[src/rtl/writeback_stage_if.sv]
// M-to-W boundary bundle: M-stage inputs, stall/flush controls and W-stage outputs.
// The master side drives the M stage and controls; the slave side is the writeback stage.
interface writeback_stage_if #(
    parameter int XLEN  = 64,
    parameter int RA_W  = 5,
    parameter int CNT_W = 64
);
    logic             ValidM;
    logic             RegWriteM;
    logic [1:0]       ResultSrcM;
    logic [2:0]       Funct3M;
    logic [RA_W-1:0]  RdM;
    logic [XLEN-1:0]  ALU_ResultM;
    logic [XLEN-1:0]  ReadDataM;
    logic [XLEN-1:0]  PCPlus4M;
    logic             StallW;
    logic             FlushW;
    logic [XLEN-1:0]  ResultW;
    logic [RA_W-1:0]  RdW;
    logic             RegWriteW;
    logic             ValidW;
    logic [CNT_W-1:0] InstRetW;

    modport master (
        output ValidM, RegWriteM, ResultSrcM, Funct3M, RdM,
               ALU_ResultM, ReadDataM, PCPlus4M, StallW, FlushW,
        input  ResultW, RdW, RegWriteW, ValidW, InstRetW
    );

    modport slave (
        input  ValidM, RegWriteM, ResultSrcM, Funct3M, RdM,
               ALU_ResultM, ReadDataM, PCPlus4M, StallW, FlushW,
        output ResultW, RdW, RegWriteW, ValidW, InstRetW
    );
endinterface

[src/rtl/writeback_stage.sv]
// Writeback stage: M->W register (1 cycle), load alignment/extension and result mux,
// retired-instruction counter. StallW holds everything; FlushW clears ValidW even while stalled.
module writeback_stage #(
    parameter int XLEN  = 64,
    parameter int RA_W  = 5,
    parameter int CNT_W = 64
) (
    input logic              clk,
    input logic              rst,
    writeback_stage_if.slave wb
);
    localparam int OFF_W = $clog2(XLEN / 8);

    logic             valid_q,     valid_d;
    logic             regwrite_q,  regwrite_d;
    logic [1:0]       resultsrc_q, resultsrc_d;
    logic [2:0]       funct3_q,    funct3_d;
    logic [RA_W-1:0]  rd_q,        rd_d;
    logic [XLEN-1:0]  alu_q,       alu_d;
    logic [XLEN-1:0]  rdata_q,     rdata_d;
    logic [XLEN-1:0]  pc4_q,       pc4_d;
    logic [CNT_W-1:0] instret_q,   instret_d;

    always_comb begin
        regwrite_d  = regwrite_q;
        resultsrc_d = resultsrc_q;
        funct3_d    = funct3_q;
        rd_d        = rd_q;
        alu_d       = alu_q;
        rdata_d     = rdata_q;
        pc4_d       = pc4_q;
        instret_d   = instret_q;
        valid_d     = valid_q & ~wb.FlushW;
        if (!wb.StallW) begin
            valid_d     = wb.ValidM & ~wb.FlushW;
            regwrite_d  = wb.RegWriteM;
            resultsrc_d = wb.ResultSrcM;
            funct3_d    = wb.Funct3M;
            rd_d        = wb.RdM;
            alu_d       = wb.ALU_ResultM;
            rdata_d     = wb.ReadDataM;
            pc4_d       = wb.PCPlus4M;
            // the instruction currently in W leaves on this edge
            instret_d   = instret_q + CNT_W'(valid_q);
        end
    end

    always_ff @(posedge clk or posedge rst) begin
        if (rst) begin
            valid_q     <= 1'b0;
            regwrite_q  <= 1'b0;
            resultsrc_q <= '0;
            funct3_q    <= '0;
            rd_q        <= '0;
            alu_q       <= '0;
            rdata_q     <= '0;
            pc4_q       <= '0;
            instret_q   <= '0;
        end else begin
            valid_q     <= valid_d;
            regwrite_q  <= regwrite_d;
            resultsrc_q <= resultsrc_d;
            funct3_q    <= funct3_d;
            rd_q        <= rd_d;
            alu_q       <= alu_d;
            rdata_q     <= rdata_d;
            pc4_q       <= pc4_d;
            instret_q   <= instret_d;
        end
    end

    logic [1:0]       size;
    logic [OFF_W-1:0] lane_off;
    logic [XLEN-1:0]  shifted;
    logic [XLEN-1:0]  load_val;

    always_comb begin
        size = funct3_q[1:0];
        // a 32-bit datapath has no doubleword: LD/LWU/111 collapse to a full-word load
        if (XLEN == 32 && size == 2'b11) begin
            size = 2'b10;
        end
        lane_off = alu_q[OFF_W-1:0] & ~OFF_W'((1 << size) - 1);
        shifted  = rdata_q >> {lane_off, 3'b000};
        case (size)
            2'b00:   load_val = funct3_q[2] ? XLEN'(shifted[7:0])
                                            : XLEN'($signed(shifted[7:0]));
            2'b01:   load_val = funct3_q[2] ? XLEN'(shifted[15:0])
                                            : XLEN'($signed(shifted[15:0]));
            2'b10:   load_val = funct3_q[2] ? XLEN'(shifted[31:0])
                                            : XLEN'($signed(shifted[31:0]));
            default: load_val = shifted;
        endcase
    end

    always_comb begin
        case (resultsrc_q)
            2'b01:   wb.ResultW = load_val;
            2'b10:   wb.ResultW = pc4_q;
            default: wb.ResultW = alu_q;
        endcase
    end

    assign wb.RdW       = rd_q;
    assign wb.ValidW    = valid_q;
    assign wb.RegWriteW = valid_q & regwrite_q & (rd_q != '0);
    assign wb.InstRetW  = instret_q;
endmodule

[src/flat_wrapper.sv]
// flat-port wrapper written by rule: the top's interface ports become plain ports
module writeback_stage_flat 
#(
    parameter int XLEN  = 64,
    parameter int RA_W  = 5,
    parameter int CNT_W = 64
)
  (clk, rst, wb_ValidM, wb_RegWriteM, wb_ResultSrcM, wb_Funct3M, wb_RdM, wb_ALU_ResultM, wb_ReadDataM, wb_PCPlus4M, wb_StallW, wb_FlushW, wb_ResultW, wb_RdW, wb_RegWriteW, wb_ValidW, wb_InstRetW);
  writeback_stage_if #(.XLEN(XLEN), .RA_W(RA_W), .CNT_W(CNT_W)) wb_i ();
  input logic clk;
  input logic rst;
  input wire logic [$bits(wb_i.ValidM)-1:0] wb_ValidM;
  input wire logic [$bits(wb_i.RegWriteM)-1:0] wb_RegWriteM;
  input wire logic [$bits(wb_i.ResultSrcM)-1:0] wb_ResultSrcM;
  input wire logic [$bits(wb_i.Funct3M)-1:0] wb_Funct3M;
  input wire logic [$bits(wb_i.RdM)-1:0] wb_RdM;
  input wire logic [$bits(wb_i.ALU_ResultM)-1:0] wb_ALU_ResultM;
  input wire logic [$bits(wb_i.ReadDataM)-1:0] wb_ReadDataM;
  input wire logic [$bits(wb_i.PCPlus4M)-1:0] wb_PCPlus4M;
  input wire logic [$bits(wb_i.StallW)-1:0] wb_StallW;
  input wire logic [$bits(wb_i.FlushW)-1:0] wb_FlushW;
  output wire logic [$bits(wb_i.ResultW)-1:0] wb_ResultW;
  output wire logic [$bits(wb_i.RdW)-1:0] wb_RdW;
  output wire logic [$bits(wb_i.RegWriteW)-1:0] wb_RegWriteW;
  output wire logic [$bits(wb_i.ValidW)-1:0] wb_ValidW;
  output wire logic [$bits(wb_i.InstRetW)-1:0] wb_InstRetW;
  assign wb_i.ValidM = wb_ValidM;
  assign wb_i.RegWriteM = wb_RegWriteM;
  assign wb_i.ResultSrcM = wb_ResultSrcM;
  assign wb_i.Funct3M = wb_Funct3M;
  assign wb_i.RdM = wb_RdM;
  assign wb_i.ALU_ResultM = wb_ALU_ResultM;
  assign wb_i.ReadDataM = wb_ReadDataM;
  assign wb_i.PCPlus4M = wb_PCPlus4M;
  assign wb_i.StallW = wb_StallW;
  assign wb_i.FlushW = wb_FlushW;
  assign wb_ResultW = wb_i.ResultW;
  assign wb_RdW = wb_i.RdW;
  assign wb_RegWriteW = wb_i.RegWriteW;
  assign wb_ValidW = wb_i.ValidW;
  assign wb_InstRetW = wb_i.InstRetW;
  writeback_stage #(.XLEN(XLEN), .RA_W(RA_W), .CNT_W(CNT_W)) u_core (.clk(clk), .rst(rst), .wb(wb_i));
endmodule
[config.mk]
export PLATFORM = sky130hd
export DESIGN_NAME = writeback_stage_flat
export DESIGN_NICKNAME = d
export VERILOG_FILES = /design/src/rtl/writeback_stage_if.sv /design/src/rtl/writeback_stage.sv /design/src/flat_wrapper.sv
export SDC_FILE = /design/constraint.sdc
export NUM_CORES = 1
export LEC_CHECK = 0
export ABC_CLOCK_PERIOD_IN_PS = 17670
export BUFFER_PORTS_ARGS = -buffer_cell sky130_fd_sc_hd__buf_2
export CAP_MARGIN = 20
export CORE_ASPECT_RATIO = 0.6
export CORE_MARGIN = 2
export CORE_UTILIZATION = 55
export CTS_CLUSTER_DIAMETER = 30
export DETAILED_ROUTE_END_ITERATION = 6
export PLACE_DENSITY = 0.82
export REMOVE_ABC_BUFFERS = 1
export SLEW_MARGIN = 20
export SYNTH_ARGS = -nofsm -noshare
export SYNTH_HDL_FRONTEND = slang
export SYNTH_SLANG_ARGS = --single-unit
export TNS_END_PERCENT = 50
[constraint.sdc]
create_clock -name clk -period 17.67 [get_ports clk]
set_clock_uncertainty 0.1 [all_clocks]
set_input_delay 0.8835 -clock clk [delete_from_list [all_inputs] [get_ports clk]]
set_output_delay 0.8835 -clock clk [all_outputs]
set_load 0.01 [all_outputs]
=== Word level (Yosys, flattened, before mapping) ===
Index checks and enable logic that the tools add are counted.

* Output and inout port bits: 135
* Input port bits: 208
* Bits in registers: 268

* Reduce and logical (&&, ||, !) cells: 2
* Bitwise logic cells: 7
* Equality and inequality tests: 4
* $add $sub $neg: 2
* Muxes and demuxes: 6
* Shifts and indexed selects: 2

{| class="wikitable"
|+ Operators by type and width
! operator !! number
|-
| 64-bit two-way mux || 3
|-
| 64-bit one-hot mux with 3 select lines || 1
|-
| 64-bit one-hot mux with 2 select lines || 1
|-
| 64-bit by 1-bit adder with 64-bit output || 1
|-
| 64-bit by 6-bit >> shifter with 64-bit output || 1
|-
| 5-bit nonzero test || 1
|-
| 1-bit AND || 4
|-
| 2-bit by 1-bit == test with 1-bit output (second input constant) || 2
|-
| 2-bit == test (second input constant) || 2
|-
| 3-bit AND || 1
|-
| 3-bit inverter || 1
|-
| 1-bit by 2-bit left shift with 3-bit output (first input constant) || 1
|-
| 3-bit by 2-bit subtractor with 3-bit output (second input constant) || 1
|-
| 2-bit zero test || 1
|-
| 1-bit two-way mux || 1
|-
| 1-bit inverter || 1
|}

=== Longest topological paths before layout ===
* Word-level depth: 8
* Mapped depth: 9

=== Worst setup path after synthesis ===
No wires, ideal clock.

* Kind: register to output
* Start: reg u_core.resultsrc_q[1]
* End: out wb_ResultW[32]
* Data arrival time: 2088 ps
* Stages on the path, launching flop included: 9
* Setup slack: 14599 ps
* Path buffers: 2
* Cells stage by stage: dfrtp_1 -> inv_1 -> ha_1 -> clkbuf_1 -> inv_1 -> nor2_1 -> dlygate4sd3_1 -> nand2_1 -> o21ai_0

* Longest elaborated chain between the ends: 2
* Elaborated cells on any way between the ends: 3

{| class="wikitable"
|+ RTL lines
! item !! RTL line !! source
|-
| from (decl) || writeback_stage.sv:16 || <nowiki>logic [1:0] resultsrc_q, resultsrc_d;</nowiki>
|-
| from (signal assigned) || writeback_stage.sv:62 || <nowiki>resultsrc_q <= resultsrc_d;</nowiki>
|-
| 2-bit == test or 2-bit by 1-bit == test with 1-bit output (tied branches) || writeback_stage.sv:97 || <nowiki>case (resultsrc_q)</nowiki>
|-
| 64-bit one-hot mux with 2 select lines * || writeback_stage.sv:97 ||
|-
| to (decl) || flat_wrapper.sv:22 || <nowiki>output wire logic [$bits(wb_i.ResultW)-1:0] wb_ResultW;</nowiki>
|}

Every way passes the cells marked *; elsewhere a longest branch is shown, timed or not.

=== Worst setup path after layout ===
* Start: reg u_core.funct3_q[1]
* End: out wb_ResultW[23]

* Longest elaborated chain between the ends: 8
* Elaborated cells on any way between the ends: 13

{| class="wikitable"
|+ RTL lines
! item !! RTL line !! source
|-
| from (decl) || writeback_stage.sv:17 || <nowiki>logic [2:0] funct3_q, funct3_d;</nowiki>
|-
| from (signal assigned) || writeback_stage.sv:63 || <nowiki>funct3_q <= funct3_d;</nowiki>
|-
| 1-bit by 2-bit left shift with 3-bit output || writeback_stage.sv:83 || <nowiki>lane_off = alu_q[OFF_W-1:0] & ~OFF_W'((1 << size) - 1);</nowiki>
|-
| 3-bit by 2-bit subtractor with 3-bit output || writeback_stage.sv:83 ||
|-
| 3-bit inverter || writeback_stage.sv:83 ||
|-
| 3-bit AND || writeback_stage.sv:83 ||
|-
| 64-bit by 6-bit >> shifter with 64-bit output || writeback_stage.sv:84 || <nowiki>shifted = rdata_q >> {lane_off, 3'b000};</nowiki>
|-
| 64-bit two-way mux (on tied branches) || writeback_stage.sv:90, writeback_stage.sv:86, writeback_stage.sv:88 ||
|-
| 64-bit one-hot mux with 3 select lines * || writeback_stage.sv:85 || <nowiki>case (size)</nowiki>
|-
| 64-bit one-hot mux with 2 select lines * || writeback_stage.sv:97 ||
|}

Marked as above.

==> results.sh <==
export IMPL_status="complete, no violations"
export IMPL_grt_pass1_vias=10992
export IMPL_rows=44
export IMPL_setup_worst_path_start="u_core.funct3_q[1]"
export IMPL_hp_class="reg -> reg"
export IMPL_tightestPinTransition_ps=1140
export IMPL_track_usage_pct=30.6
export IMPL_clock_sinks=268
export IMPL_yosysUniqueCellTypes=61
export IMPL_r2r_start="u_core.wb.ValidW"
export IMPL_die_h_um=126
export IMPL_clk_pin_slew_worst_paths_ps=60
export IMPL_async_flop_share_pct=100
export IMPL_layout_common_cells="buf_2 (341), dfrtp_1 (268), mux2_2 (211)"
export IMPL_antenna_found_initial=10
export IMPL_first_pass_iters=6
export IMPL_first_iter_violations=1108
export IMPL_core_mm2=0.0242
export IMPL_placed_cells=1823
export IMPL_yosys_top_cells_area="dfrtp_1 (50%), mux2_2 (18%), nand2_1 (4.2%)"
export IMPL_cts_hold_fix_buffers=0
export IMPL_fillers=1779
export IMPL_grt_pass1_wl_um=60900
export IMPL_overflow=0
export IMPL_maxCapViolCount=0
export IMPL_irDropWorstVdd_mv=0.0847
export IMPL_grt_max_degree=129
export IMPL_startpoint_type="register"
export IMPL_avgSynthCellArea_um2=11.0
export IMPL_dp_hpwl_um=28500
export IMPL_clock_path_buffers=3
export IMPL_drc=0
export IMPL_final_hold_violation_count=0
export IMPL_wire_per_inst_um=21.1
export IMPL_insertion_delay_ps=510
export IMPL_htreeDepth=2
export IMPL_nNetsFinal=1753
export IMPL_cts_resized_gates=0
export IMPL_finalCriticalPeriod_ps=5450
export IMPL_gp_congestion=0.992
export IMPL_hold_slack_ps=382
export IMPL_wl_met2_um=17600
export IMPL_drive_gt1_share_pct=44.1
export IMPL_ys_seq_area_share_pct=49.5
export IMPL_initial_core_util_pct=56.0
export IMPL_worstPathArrival_ps=4460
export IMPL_synth_edf_count=0
export IMPL_dieArea_mm2=0.0259
export IMPL_highest_layer="met5"
export IMPL_slew_headroom_pct=23.8
export IMPL_layout_commonest_cell="buf_2"
export IMPL_fmax_mhz=184
export IMPL_yosysTopAreaCellShare_pct=49.5
export IMPL_cts_tree="built"
export IMPL_die_width_um=207
export IMPL_crit_path_max_fanout=30
export IMPL_setup_viol=0
export IMPL_routedLengthMet1_um=17400
export IMPL_final_instance_count_excl_fill=1904
export IMPL_synth_main_ff_cell="dfrtp_1"
export IMPL_crit_required_ps=16690
export IMPL_area_growth_pct=23.4
export IMPL_synthCells=1226
export IMPL_postCtsSetupBuffers=0
export IMPL_end_kind="output port"
export IMPL_drv_slew=0
export IMPL_tns_ps=0
export IMPL_vias=11174
export IMPL_multi_input_area_mm2=0.00635
export IMPL_drt_total_wl_um=40200
export IMPL_yosys_warnings=0
export IMPL_viasPerCell=5.87
export IMPL_root_buffer="clkbuf_16"
export IMPL_ios=343
export IMPL_rsz0062_at_grt="no"
export IMPL_syn_cell_area_mm2=0.0135
export IMPL_portBuffers=342
export IMPL_synth_largest_area_cell="dfrtp_1"
export IMPL_criticalPathCategory="reg -> out"
export IMPL_min_delay_start="u_core.wb.InstRetW[57]"
export IMPL_synth_seq_cells=268
export IMPL_cts_buffers=38
export IMPL_power_density_mw_per_mm2=111
export IMPL_ant_nets=0
export IMPL_power_leakage_nw=7.77
export IMPL_wl_met3_um=4140
export IMPL_regArea_mm2=0.00671
export IMPL_fin_crit_sh_pct=30.8
-- synthesized netlist by cell type (4+ instances only) --
master / number
a211oi_1: 7
a21oi_1: 97
a22oi_1: 13
and3_1: 7
and4_1: 10
buf_6: 7
clkbuf_1: 59
clkbuf_8: 8
dfrtp_1: 268
ha_1: 4
inv_1: 10
mux2_2: 211
mux2i_1: 18
mux4_2: 8
nand2_1: 150
nand2b_1: 4
nand3_1: 51
nand3b_1: 7
nand4_1: 15
nor2_1: 86
nor2b_1: 4
o21ai_0: 30
o21ai_2: 30
o221ai_1: 7
xnor2_1: 47
xor2_1: 15
-- area by class of cell --
type,instances,area share [%]
timing repair buffer,355,10.9
clock inverter,22,1.58
sequential,268,40.1
clock buffer,48,6.48
antenna,11,0.165
multi-input combinational,867,38.0
inverter,11,0.322
tap,322,2.41
-- power breakdown --
group          internal (mW)  switching, mW
Sequential             0.665         0.0406
Clock                  0.499          0.297
Combinational          0.152          0.207
-- final timing paths --
path                                               end  slack (ps)  depth (start not counted)
worst max-delay path                    wb_ResultW[23]       12220                          8
max in group asynchronous             u_core.pc4_q[62]       15690                          3
worst min-delay path            u_core.wb.InstRetW[57]         380                          1
min in group asynchronous             u_core.alu_q[35]         460                          2
worst max register to register  u_core.wb.InstRetW[56]       14780                          7
worst min register to register  u_core.wb.InstRetW[57]         380                          1
-- kinds of logic after synthesis --
logic type	share of synthesized area [%]
mux	20.2
flops	49.5
compound gates	9.06
fa+ha+maj	0.370
simple gates	13.1
buf+inv	3.71
xor+xnor	4.01
-- sequential cells by signal, indices dropped and copies added (netlist names) --
signal              count
u_core.rdata_q         64
u_core.wb.RdW           5
u_core.alu_q           64
u_core.resultsrc_q      2
u_core.regwrite_q       1
u_core.pc4_q           64
u_core.funct3_q         3
u_core.wb.InstRetW     64
u_core.wb.ValidW        1
-- metrics by stage --
| step | area [um^2] | setup slack [ps] | utilization (%) | total power [mW] |
|---|---|---|---|---|
| CTS | 16700 | 12320 | 69.0 | 1.86 |
| detailed placement | 15300 | 12900 | 63.4 | 1.07 |
| finish | 16700 | 12220 | 69.1 | 1.86 |
| global route | 16700 | 12000 | 69.1 | 1.93 |
| global placement | 15300 | 13090 | 63.4 | 1.06 |
| floorplan | 13100 | 9300 | - | 0.922 |
-- critical path: stages (launching register included) --
cell	delay [ps]
dfrtp_1	320
buf_4	350
nand2b_1	790
nor2_1	400
a222oi_1	590
nor2_2	180
nor4_4	910
a21oi_1	180
buf_2	200
-- layer usage --
layer / up-vias / track usage (%)
li1: 5003 / -
met1: 5533 / 43.2
met2: 540 / 45.5
met3: 94 / 9.07
met4: 4 / 9.71
met5: - / 0
No activity file was read; power rests on OpenSTA's default activity.
